## config.mk

```make
export PLATFORM = sky130hd
export DESIGN_NAME = matmul_ctrl
export DESIGN_NICKNAME = d
export VERILOG_FILES = /design/src/rtl/matmul_ctrl.sv
export SDC_FILE = /design/constraint.sdc
export NUM_CORES = 1
export LEC_CHECK = 0
export ABC_CLOCK_PERIOD_IN_PS = 3800
export CELL_PAD_IN_SITES_DETAIL_PLACEMENT = 0
export CELL_PAD_IN_SITES_GLOBAL_PLACEMENT = 2
export CORE_ASPECT_RATIO = 0.8
export CORE_UTILIZATION = 25
export DETAILED_ROUTE_END_ITERATION = 7
export HOLD_SLACK_MARGIN = 0.15
export PLACE_DENSITY = 0.92
export SYNTH_ARGS = -nofsm -noshare
export SYNTH_HDL_FRONTEND = slang
export SYNTH_SLANG_ARGS = --single-unit
export TNS_END_PERCENT = 50
```

## constraint.sdc

```tcl
create_clock -name clk -period 3.8 [get_ports clk]
set_input_delay 1.14 -clock clk [delete_from_list [all_inputs] [get_ports clk]]
set_output_delay 1.14 -clock clk [all_outputs]
set_load 0.02 [all_outputs]
```

## src/rtl/matmul_ctrl.sv

```systemverilog
// Control FSM for the matrix-multiply datapath: operand load, MAC sequencing and C write-back.
// Optional feature macro MATMUL_CTRL_READBACK_EN adds a mat3 readback pass (READ) before DONE.
module matmul_ctrl #(
  parameter int unsigned M      = 8,
  parameter int unsigned N      = 8,
  parameter int unsigned ADDR_W = 16,
  parameter logic [1:0]  SHIFT  = 2'b00
) (
  input  logic              clk,
  input  logic              rst,
  input  logic              start,
  input  logic              in_valid,
  output logic              in_ready,
  output logic              busy,
  output logic              done,
  output logic              m1EN,
  output logic              m1rEN,
  output logic              m1wEN,
  output logic              m2EN,
  output logic              m2rEN,
  output logic              m2wEN,
  output logic              m3EN,
  output logic              m3rEN,
  output logic              m3wEN,
  output logic              mult_ld,
  output logic              mult_rst,
  output logic [ADDR_W-1:0] addr1,
  output logic [ADDR_W-1:0] addr2,
  output logic [ADDR_W-1:0] addr3,
  output logic [1:0]        shift_cnt
`ifdef MATMUL_CTRL_READBACK_EN
  ,
  output logic              out_valid
`endif
);

  localparam int unsigned MW       = (M > 1) ? $clog2(M) : 1;
  localparam int unsigned NW       = (N > 1) ? $clog2(N) : 1;
  localparam int unsigned LD_WORDS = M * N;
  localparam int unsigned LW       = (LD_WORDS > 1) ? $clog2(LD_WORDS) : 1;
`ifdef MATMUL_CTRL_READBACK_EN
  localparam int unsigned RB_WORDS = M * M;
  localparam int unsigned RW       = (RB_WORDS > 1) ? $clog2(RB_WORDS) : 1;
`endif

  typedef enum logic [3:0] {
    S_IDLE,
    S_LOAD_A,
    S_LOAD_B,
    S_CLR,
    S_MAC,
    S_TAIL,
    S_WB,
`ifdef MATMUL_CTRL_READBACK_EN
    S_READ,
    S_DRAIN,
`endif
    S_DONE
  } state_t;

  state_t         state_q, state_d;
  logic [LW-1:0]  ld_q, ld_d;
  logic [MW-1:0]  i_q, i_d, j_q, j_d;
  logic [NW-1:0]  k_q, k_d;
  logic           rd_issue;
`ifdef MATMUL_CTRL_READBACK_EN
  logic [RW-1:0]  rb_q, rb_d;
  logic           rb_issue;
`endif

  assign shift_cnt = SHIFT;

  // State, counters and the one-cycle-delayed read strobes
  always_ff @(posedge clk) begin
    if (!rst) begin
      state_q <= S_IDLE;
      ld_q    <= '0;
      i_q     <= '0;
      j_q     <= '0;
      k_q     <= '0;
      mult_ld <= 1'b0;
`ifdef MATMUL_CTRL_READBACK_EN
      rb_q      <= '0;
      out_valid <= 1'b0;
`endif
    end else begin
      state_q <= state_d;
      ld_q    <= ld_d;
      i_q     <= i_d;
      j_q     <= j_d;
      k_q     <= k_d;
      mult_ld <= rd_issue;
`ifdef MATMUL_CTRL_READBACK_EN
      rb_q      <= rb_d;
      out_valid <= rb_issue;
`endif
    end
  end

  // Next-state and strobe decode
  always_comb begin
    state_d  = state_q;
    ld_d     = ld_q;
    i_d      = i_q;
    j_d      = j_q;
    k_d      = k_q;
    rd_issue = 1'b0;
    in_ready = 1'b0;
    busy     = (state_q != S_IDLE);
    done     = 1'b0;
    m1EN     = 1'b0;
    m1rEN    = 1'b0;
    m1wEN    = 1'b0;
    m2EN     = 1'b0;
    m2rEN    = 1'b0;
    m2wEN    = 1'b0;
    m3EN     = 1'b0;
    m3rEN    = 1'b0;
    m3wEN    = 1'b0;
    mult_rst = 1'b0;
    addr1    = '0;
    addr2    = '0;
    addr3    = '0;
`ifdef MATMUL_CTRL_READBACK_EN
    rb_d     = rb_q;
    rb_issue = 1'b0;
`endif
    case (state_q)
      S_IDLE: begin
        if (start) begin
          state_d = S_LOAD_A;
          ld_d    = '0;
        end
      end
      S_LOAD_A: begin
        in_ready = 1'b1;
        if (in_valid) begin
          m1EN  = 1'b1;
          m1wEN = 1'b1;
          addr1 = ADDR_W'(ld_q);
          if (ld_q == LW'(LD_WORDS - 1)) begin
            ld_d    = '0;
            state_d = S_LOAD_B;
          end else begin
            ld_d = ld_q + LW'(1);
          end
        end
      end
      S_LOAD_B: begin
        in_ready = 1'b1;
        if (in_valid) begin
          m2EN  = 1'b1;
          m2wEN = 1'b1;
          addr2 = ADDR_W'(ld_q);
          if (ld_q == LW'(LD_WORDS - 1)) begin
            ld_d    = '0;
            i_d     = '0;
            j_d     = '0;
            k_d     = '0;
            state_d = S_CLR;
          end else begin
            ld_d = ld_q + LW'(1);
          end
        end
      end
      S_CLR: begin
        mult_rst = 1'b1;
        k_d      = '0;
        state_d  = S_MAC;
      end
      S_MAC: begin
        rd_issue = 1'b1;
        m1EN     = 1'b1;
        m1rEN    = 1'b1;
        m2EN     = 1'b1;
        m2rEN    = 1'b1;
        addr1    = ADDR_W'(32'(i_q) * N + 32'(k_q));
        addr2    = ADDR_W'(32'(k_q) * M + 32'(j_q));
        if (k_q == NW'(N - 1)) begin
          k_d     = '0;
          state_d = S_TAIL;
        end else begin
          k_d = k_q + NW'(1);
        end
      end
      S_TAIL: state_d = S_WB;
      S_WB: begin
        m3EN  = 1'b1;
        m3wEN = 1'b1;
        addr3 = ADDR_W'(32'(i_q) * M + 32'(j_q));
        if (j_q == MW'(M - 1)) begin
          j_d = '0;
          if (i_q == MW'(M - 1)) begin
            i_d = '0;
`ifdef MATMUL_CTRL_READBACK_EN
            rb_d    = '0;
            state_d = S_READ;
`else
            state_d = S_DONE;
`endif
          end else begin
            i_d     = i_q + MW'(1);
            state_d = S_CLR;
          end
        end else begin
          j_d     = j_q + MW'(1);
          state_d = S_CLR;
        end
      end
`ifdef MATMUL_CTRL_READBACK_EN
      S_READ: begin
        rb_issue = 1'b1;
        m3EN     = 1'b1;
        m3rEN    = 1'b1;
        addr3    = ADDR_W'(rb_q);
        if (rb_q == RW'(RB_WORDS - 1)) begin
          rb_d    = '0;
          state_d = S_DRAIN;
        end else begin
          rb_d = rb_q + RW'(1);
        end
      end
      // Last readback word is on data_out this cycle; DONE comes after it
      S_DRAIN: state_d = S_DONE;
`endif
      S_DONE: begin
        done    = 1'b1;
        state_d = S_IDLE;
      end
      default: state_d = S_IDLE;
    endcase
  end

endmodule

```

# Yosys cells after proc, flatten, opt, wreduce, memory -nomap -nowiden
# Index checks and enable logic that the tools add are counted.
totals:
  reg_bits: 20
  inputBits: 4
  out_inout_bits: 64
  elab_cells: 79
classes:
  addsub: 7
  eq_ne: 19
  muxes: 36
  reduce_logical: 11
ops:
  columns: ["operator", "n"]
  rows:
  - ["4-bit two-way mux", 7]
  - ["4-bit case mux with 7 select lines", 1]
  - ["7-bit case mux with 2 select lines", 2]
  - ["6-bit two-way mux", 4]
  - ["6-bit by 3-bit adder with 7-bit output", 3]
  - ["3-bit two-way mux", 7]
  - ["4-bit by 3-bit equality test with 1-bit output, second input constant", 4]
  - ["2-bit != test, second input constant", 7]
  - ["3-bit case mux with 2 select lines", 2]
  - ["6-bit case mux with 2 select lines", 1]
  - ["3-bit by 1-bit adder with 3-bit output, second input constant", 3]
  - ["3-bit equality test, second input constant", 3]
  - ["3-bit case mux with 3 select lines", 1]
  - ["3-bit AND reduction", 3]
  - ["4-bit by 2-bit equality test with 1-bit output, second input constant", 2]
  - ["1-bit two-way mux", 8]
  - ["7-bit two-way mux", 1]
  - ["6-bit by 1-bit adder with 6-bit output, second input constant", 1]
  - ["6-bit equality test, second input constant", 1]
  - ["6-bit AND reduction", 1]
  - ["4-bit by 1-bit equality test with 1-bit output, second input constant", 1]
  - ["4-bit zero test", 1]
  - ["1-bit case mux with 2 select lines", 2]
  - ["4-bit AND reduction", 1]
  - ["5 further kinds", 6]

# Logic depth before layout (Yosys ltp)
logic_depth:
  ltp_word: 4
  mapped_depth: 6
  ltp_nobuf: 6

# Least setup slack after synthesis
# Ideal clock, no wire load.
synth_path:
  path_kind: "in2out"
  from: "in in_valid"
  to: "out addr1[0]"
  arrival_ps: 1950
  t_required_ps: 2660
  path_slack_ps: 710
  cell_stages: 2
  n_path_buf: 0
  path_cell_list: "nor3b_2 -> a22o_1"
synth_via:
  elab_chain_len: 2
synth_rtl:
  columns: ["item", "line_no", "rtl"]
  rows:
  - ["from (decl)", "12", "input logic in_valid,"]
  - ["6-bit two-way mux", "137", "if (in_valid) begin"]
  - ["7-bit case mux with 2 select lines", "128", "case (state_q)"]
  - ["to (decl)", "27", "output logic [ADDR_W-1:0] addr1,"]
# Every way passes these cells.

# Final worst setup path
layout_path:
  from: "in in_valid"
  to: "out m1EN"
layout_via:
  elab_chain_len: 2
layout_rtl:
  columns: ["item", "line_no", "rtl"]
  rows:
  - ["1-bit two-way mux", "137", null]
  - ["1-bit case mux with 2 select lines", "128", null]
  - ["to (decl)", "16", "output logic m1EN,"]
# Every way passes these cells.

==> results.sh <==
export IMPL_ctsHoldBuffers=0
export IMPL_setup_viol=0
export IMPL_ctsLongestPathBuffers=2
export IMPL_path_cells="clkbuf_2, nor3b_2, buf_4, or2_2, clkdlybuf4s50_1"
export IMPL_grt_pass1_vias=1217
export IMPL_ys_ff_latch=19
export IMPL_drt_met1_wl_mm=1.804
export IMPL_synthTopCellsByCount="35 x buf_4, 19 x dfxtp_1, 12 x nand2_1, 11 x nor2b_1"
export IMPL_clkLatencyLatePin_ns=0.26
export IMPL_grt_start_max_net_pins=21
export IMPL_vias=1354
export IMPL_top_layer_used="met4"
export IMPL_synth_top_area_share_pct=23.82
export IMPL_arrival_ns=2.43
export IMPL_grt_ovfl_total=0
export IMPL_antenna_found_initial=0
export IMPL_wl_met3_um=244
export IMPL_port_buffers=34
export IMPL_die_x_um=91.35
export IMPL_yosysMostFrequentCell="buf_4"
export IMPL_track_usage_pct=11.71
export IMPL_synth_warnings=0
export IMPL_cp_max_fo=8
export IMPL_critical_path_startpoint_type="input pin"
export IMPL_status="finished, final reports clean"
export IMPL_grt_pass1_wl_mm=6.099
export IMPL_die_area_mm2=0.006712
export IMPL_max_vdd_ir_drop_uv=121.3
export IMPL_gp_congestion=0.7619
export IMPL_die_h_um=73.48
export IMPL_end_kind="output pin"
export IMPL_p_per_area_mw_per_mm2=345.7
export IMPL_cts_sinks=19
export IMPL_maxSlewViolCount=0
export IMPL_synth_area_per_cell_um2=8.315
export IMPL_synthFlopType="dfxtp_1"
export IMPL_fp_row_count=25
export IMPL_fin_worst_skew_ns=0.003136
export IMPL_synth_area_leaders="dfxtp_1 24%, buf_4 16%, a22o_1 5.5%"
export IMPL_dr_first_iter_drc_count=65
export IMPL_wl_per_cell_um=12.63
export IMPL_dp_hpwl_mm=2.943
export IMPL_leakagePower_nw=0.8358
export IMPL_synth_edf_count=0
export IMPL_hp_class="flip-flop to flip-flop"
export IMPL_routed_wl_mm=3.827
export IMPL_ios=68
export IMPL_area_growth_pct=21.55
export IMPL_ant_nets=0
export IMPL_yosysSeqAreaShare_pct=23.82
export IMPL_netlist_area_mm2=0.001597
export IMPL_finalHoldViolCount=0
export IMPL_cts_buffers=3
export IMPL_rsz0062_at_grt="false"
export IMPL_clkTransAtPathRegs_ns=0.07
export IMPL_start_util_pct=26.45
export IMPL_cts_root_buf="clkbuf_8"
export IMPL_path_class="input pin to output pin"
export IMPL_async_flop_share_pct=0
export IMPL_fin_crit_ns=3.574
export IMPL_crit_path_max_incr_delay_ns=0.54
export IMPL_nets=234
export IMPL_firstDrtPassIters=4
export IMPL_finalCritPeriodShare_pct=94.04
export IMPL_yosysTopAreaCell="dfxtp_1"
export IMPL_drive_above_1_share_pct=9.910
export IMPL_diodes=0
export IMPL_tightest_slew_ns=0.5102
export IMPL_cp_required_ns=2.66
export IMPL_finalPower_uw=670.8
export IMPL_ctsHtreeMaxLevel=1
export IMPL_dr_wl_met2_mm=1.763
export IMPL_cp_buffers_inverters=3
export IMPL_slowest_stage="clkdlybuf4s50_1"
export IMPL_netlist_instances=192
export IMPL_drc=0
export IMPL_cts_tree="built"
export IMPL_slew_headroom_pct=65.99
export IMPL_final_area_mm2=0.001941
export IMPL_synth_cell_type_count=48
export IMPL_reg2reg_slack_ns=1.81
export IMPL_viasPerCell=4.469
export IMPL_fmax_mhz=279.8
export IMPL_maxCapViolCount=0
export IMPL_finalSetupTns_ns=0
export IMPL_critPathTopFamily="buffers and inverters"
export IMPL_place_area_mm2=0.001897
export IMPL_core_mm2=0.006037
stage by stage:
stage          hold WS [ns]  util, %  std cells  worst slack, ns
2_1_floorplan        0.4635        -        224           0.7103
3_3_place_gp         0.4883    31.42        299          -0.2323
3_5_place_dp         0.4973    31.42        299          -0.2414
4_1_cts              0.5079    32.21        303          0.05363
5_1_grt              0.5415    32.15        303           0.1571
6_report             0.5005    32.15        303           0.2265
cell families after synthesis:
logic type	synth area share, %
AO/OA/AOI/OAI	20.14
flip-flops	23.82
AND/OR/NAND/NOR	25.94
multiplexers	3.213
buffers and inverters	20.61
XOR/XNOR	0.5487
other	0.2349
adder cells (fa/ha/maj)	5.486
cell type report:
type | instances | area, um2
timing repair buffer | 41 | 386.6
fill | 644 | 4096
inverter | 4 | 15.01
multi-input combinational | 154 | 1012
sequential | 19 | 380.4
tap | 81 | 101.3
clock buffer | 4 | 45.04
placed cells by master (no fill, tap or decap), types with 3 or more instances in the layout:
cell type,count
a41o_1,3
conb_1,33
nand2_1,12
nor2_1,10
mux2i_1,4
and2_1,7
buf_4,7
a22oi_1,6
a21oi_1,3
ha_1,7
nand3_1,4
a22o_1,10
clkdlybuf4s50_1,32
inv_1,4
and3b_1,3
clkbuf_8,3
dfxtp_1,19
nor2b_1,11
worst paths after layout:
check              from  endpoint  cells after the start
max reg2reg  state_q[1]   ld_q[5]                      6
min              i_q[1]    i_q[1]                      2
max            in_valid      m1EN                      5
min reg2reg      i_q[1]    i_q[1]                      2
routing by layer:
| layer | track usage, % | vias to the layer above |
|---|---|---|
| li1 | - | 678 |
| met1 | 15.82 | 632 |
| met2 | 19.28 | 42 |
| met3 | 2.899 | 2 |
| met4 | 1.940 | 0 |
| met5 | 0 | - |
worst min-delay path, delay by kind of cell, from the launching register on:
family / cells / cell delay (ns)
multiplexers: 1 / 0.06
flip-flops: 1 / 0.34
AND/OR/NAND/NOR: 1 / 0.06
power by group:
group          switching (mW)  internal, mW
Combinational           0.172         0.115
Sequential             0.0298         0.211
Clock                  0.0679        0.0746
Total                   0.270         0.401
flip-flops by register name, summed over array words and instances (netlist names):
| signal | flops |
|---|---|
| mult_ld | 1 |
| j_q | 3 |
| state_q | 3 |
| i_q | 3 |
| ld_q | 6 |
| k_q | 3 |
timing repair:
item / CTS / global route
setup buffers: 0 / 0
resized for setup: 4 / 2
endpoints found under the setup margin: 16 / 5
Note: power is estimated with default switching activity, not from simulation.
==> edit 1 (same flow settings) <==
Make the reset (`rst`) asynchronous in one clocked block.
--- a/src/rtl/matmul_ctrl.sv
+++ b/src/rtl/matmul_ctrl.sv
@@ -71,7 +71,7 @@
   assign shift_cnt = SHIFT;
 
   // State, counters and the one-cycle-delayed read strobes
-  always_ff @(posedge clk) begin
+  always_ff @(posedge clk or negedge rst) begin
     if (!rst) begin
       state_q <= S_IDLE;
       ld_q    <= '0;
Formal check against the unedited RTL: differs if rst is asserted again (counterexample within 4 cycles, from zero or initial values and one cycle with rst low); with rst held inactive, the same outputs for 10 cycles.
==> edit 1 against the original RTL <==
  * Clock skew rose by 0.0040 ns
  * Worst setup slack got worse by 0.15 ns
  * Cell count fell by 0.99%
  * Design area rose by 1.5%
  * Synthesized area rose by 2.3%
  * Sequential cell count did not move
  * Critical path depth rose by 1
  * Register-to-register slack improved by 0.21 ns
  * Routed wire length rose by 5.9%
Power is not compared: it rests on default switching activity, and its combinational part moved more than twofold at a synthesized area within 25%.
==> edit 1: results <==
group,metric,value,unit
detailed_routing,via_count,1386,
global_routing,first_global_vias,1228,
worst_setup_path,r2r_setup_slack,2.02,ns
sta,final.period_utilization,98.0,%
placed_design,dp_hpwl,3040,um
yosys,synth_cell_type_count,40,
yosys,yosys-top-cells-area,"dfrtp_1 (29%), buf_4 (17%), a22o_1 (8.6%)",
clock_tree,ctsLongestPathBuffers,2,
finish,nets,231,
finish,largest_reg_flops,6,
hold_path,min_from,"i_q[2]$_DFFE_PN0P_",
global_routing,grt_pass1_wl,6490,um
worst_setup_path,endpoint,"addr2[1]",
run_status,status,"finished clean",
detailed_routing,avgRoutedWirePerCell,13.5,um
worst_setup_path,path_max_fanout,4,
detailed_routing,first_iter_violations,42,
global_routing,grt_use_met1,18.1,%
worst_setup_path,r2r-end,"j_q[0]$_DFFE_PN0P_",
global_routing,grt_use_total,12.3,%
finish,drive_above_1_share,10.0,%
global_routing,use_met2,18.4,%
placed_design,place_area,1950,um^2
global_routing,met3_usage,2.97,%
sta,tightest_slew,0.934,ns
worst_setup_path,crit_arrival,2.58,ns
yosys,synth-async-reset-ratio,100,%
placed_design,post-place-ws,-0.167,ns
sta,skew,0.00716,ns
global_routing,grt_start_max_net_pins,23,
yosys,synth_commonest_cells,"buf_4 (37), dfrtp_1 (19), a22o_1 (16), nor2_1 (13)",
worst_setup_path,rr_worst_depth,5,
## edit 1: cell count changes in the layout (fill, tap and decap cells not counted), sizes merged, moves of 4 or more
| cell | change |
|---|---|
| dfrtp | +19 |
| dfxtp | -19 |
| dlygate4sd2 | +15 |
| clkdlybuf4s50 | -14 |
| nor2b | -8 |
| and2 | -7 |
| o21ai | +7 |
| a22o | +6 |
| a22oi | -6 |
| nor3 | +6 |
| inv | +4 |
| o2bb2ai | +4 |
## edit 1: critical path: stages
cell,delay [ns]
clkdlybuf4s50_1,0.54
nand2_1,0.09
nor2_1,0.18
buf_4,0.16
a22o_1,0.13
dlygate4sd2_1,0.34
## edit 1: worst min path at each step
stage	cells after the start	to	slack (ns)
after floorplan	1	i_q[2]$_DFFE_PN0P_	0.50
after detailed placement	1	i_q[2]$_DFFE_PN0P_	0.54
after global placement	1	i_q[2]$_DFFE_PN0P_	0.52
final	1	i_q[2]$_DFFE_PN0P_	0.55
after CTS	1	i_q[2]$_DFFE_PN0P_	0.56
after global routing	1	i_q[2]$_DFFE_PN0P_	0.58
## edit 1: power by group
group          switching [W]  internal [W]  leakage [nW]
registers           0.000121      0.000270         0.246
logic               0.000410      0.000311         0.668
clock network      0.0000716     0.0000747        0.0228
total               0.000602      0.000656         0.937
## edit 1: per-stage QoR
| step | std cells | utilization (%) | setup TNS (ns) |
|---|---|---|---|
| 5_1_grt | 300 | 32.3 | 0 |
| 4_1_cts | 300 | 32.3 | 0 |
| 2_1_floorplan | 217 | - | 0 |
| 3_5_place_dp | 296 | 31.9 | -1.62 |
| 6_report | 300 | 32.3 | 0 |
| 3_3_place_gp | 296 | 31.9 | -1.32 |
## edit 1: per-layer routing
metal  vias to the layer above  part of all wire (%)  wire (um)
met1                       664                    49       2000
met5                         -                     0          0
met2                        56                    43       1740
met3                         4                   7.1        289
li1                        662                     -          -
met4                         0                  0.52         21
## edit 1: cell families after synthesis
logic type	after synthesis	synth area share, %
and+or+nand+nor	54	18.2
DFF	19	29.1
buffers and inverters	54	22.0
other	1	0.230
adders and majority gates	7	5.36
muxes	3	1.92
AOI/OAI and AO/OA	47	23.2
## edit 1: final cells by class
type                    count  area (um^2)
clock buffers               4         45.0
fillers                   677         4130
inverters                   8         30.0
multi-input cells         144          923
flip-flops and latches     19          475
well taps                  81          101
repair buffers             44          395
## edit 1: what timing repair did
action / CTS / global route
gates resized for setup: 16 / 0
setup buffers: 0 / 0
setup endpoints to repair: 16 / 0
==> edit 2 (same flow settings) <==
Without the edit above. The parameter `N` goes from 8 to 16.
--- a/src/rtl/matmul_ctrl.sv
+++ b/src/rtl/matmul_ctrl.sv
@@ -2,7 +2,7 @@
 // Optional feature macro MATMUL_CTRL_READBACK_EN adds a mat3 readback pass (READ) before DONE.
 module matmul_ctrl #(
   parameter int unsigned M      = 8,
-  parameter int unsigned N      = 8,
+  parameter int unsigned N      = 16,
   parameter int unsigned ADDR_W = 16,
   parameter logic [1:0]  SHIFT  = 2'b00
 ) (
Behaviour: no difference found for any inputs over 10 cycles, from zero or initial values and one cycle with rst low; that may be too few to reach the edited logic, so the function may still have changed.
==> edit 2 against the original RTL <==
  * Routed wire length up 5.9%
  * Synthesized area increased by 0.55%
  * Design area up 0.90%
  * Worst setup slack got worse by 0.093 ns
  * First-iteration DRC count grew 140%
  * Global-route usage rose by 0.39 points
  * Total power decreased by 20%
  * Sequential cell count grew 2
  * Utilization increased by 0.29 points
  * Largest cell class unchanged
  * Highest routed layer unchanged
==> edit 2: results <==
group,metric,value,unit
worst_setup_path,r2r-start,"ld_q[0]$_SDFFE_PN0P_",
worst_setup_path,r2r_setup_slack,1.92,ns
sta,holdWs,0.520,ns
sta,tightest_slew,0.595,ns
placed_design,port_buffers,36,
finish,nets,241,
worst_setup_path,path_max_fanout,9,
sta,skew,0.00612,ns
global_routing,first_global_vias,1241,
finish,multi_input_gates,155,
finish,multi_input_area_share,49.3,%
placed_design,place_area,1920,um^2
finish,sh_seq_area,21.5,%
pwr,p_per_area,275,nW/um^2
detailed_routing,via_count,1433,
yosys,synth_cell_type_count,46,
worst_setup_path,endpoint,"addr1[2]",
detailed_routing,first_iter_violations,157,
sta,setup_slack,0.133,ns
placed_design,place_inst,307,
global_routing,grt_pass1_wl,6310,um
worst_setup_path,cp_slowest_stage_delay,0.51,ns
yosys,ys_seq_area_share,26.2,%
finish,drive_above_1_share,8.26,%
pwr,p_leak,0.879,nW
yosys,synth_commonest_cells,"buf_4 (33), dfxtp_1 (21), o21ai_0 (14), a21oi_1 (13)",
placed_design,gp_congestion,0.749,
pwr,ir_drop,0.000110,V
yosys,yosys-top-cells-area,"dfxtp_1 (26%), buf_4 (15%), a22o_1 (6.5%)",
floorplan,die_w,91.6,um
placed_design,post-place-ws,-0.217,ns
hold_path,min_delay_worst_endpoint,"j_q[0]$_SDFFE_PN0P_",
global_routing,grt_start_max_net_pins,20,
worst_setup_path,rr_worst_depth,5,
finish,nFillCells,650,
run_status,status,"finished clean",
finish,bufAreaShareNonClock,20.3,%
clock_tree,clock-sinks,21,
yosys,synthCells,198,
## edit 2: cell count changes after synthesis, sizes merged, moves of 3 or more
cell and change:
nor2 -7, o31ai +4, a22o +3, nor2b -6, inv +3, a21oi +10, o21ai +12, a22oi -6
or4 +4
## edit 2: per-layer routing
layer  part of all wire (%)  global-route usage, %
met1                     47                   16.6
met2                     45                   19.0
met3                    6.9                   3.21
met4                   0.59                   2.65
met5                      0                      0
## edit 2: logic make-up after synthesis
kind of cell	Yosys count	share of synthesized area, %
and+or+nand+nor	61	23.6
AOI/OAI and AO/OA	54	22.4
buffers and inverters	52	20.9
adders and majority gates	6	4.68
muxes	3	1.95
DFF	21	26.2
other	1	0.234
## edit 2: report_power, final
| part | total, W | internal, W | switching, W |
|---|---|---|---|
| combinational | 0.000144 | 0.0000543 | 0.0000899 |
| clock | 0.000150 | 0.0000732 | 0.0000772 |
| sequential | 0.000244 | 0.000227 | 0.0000172 |
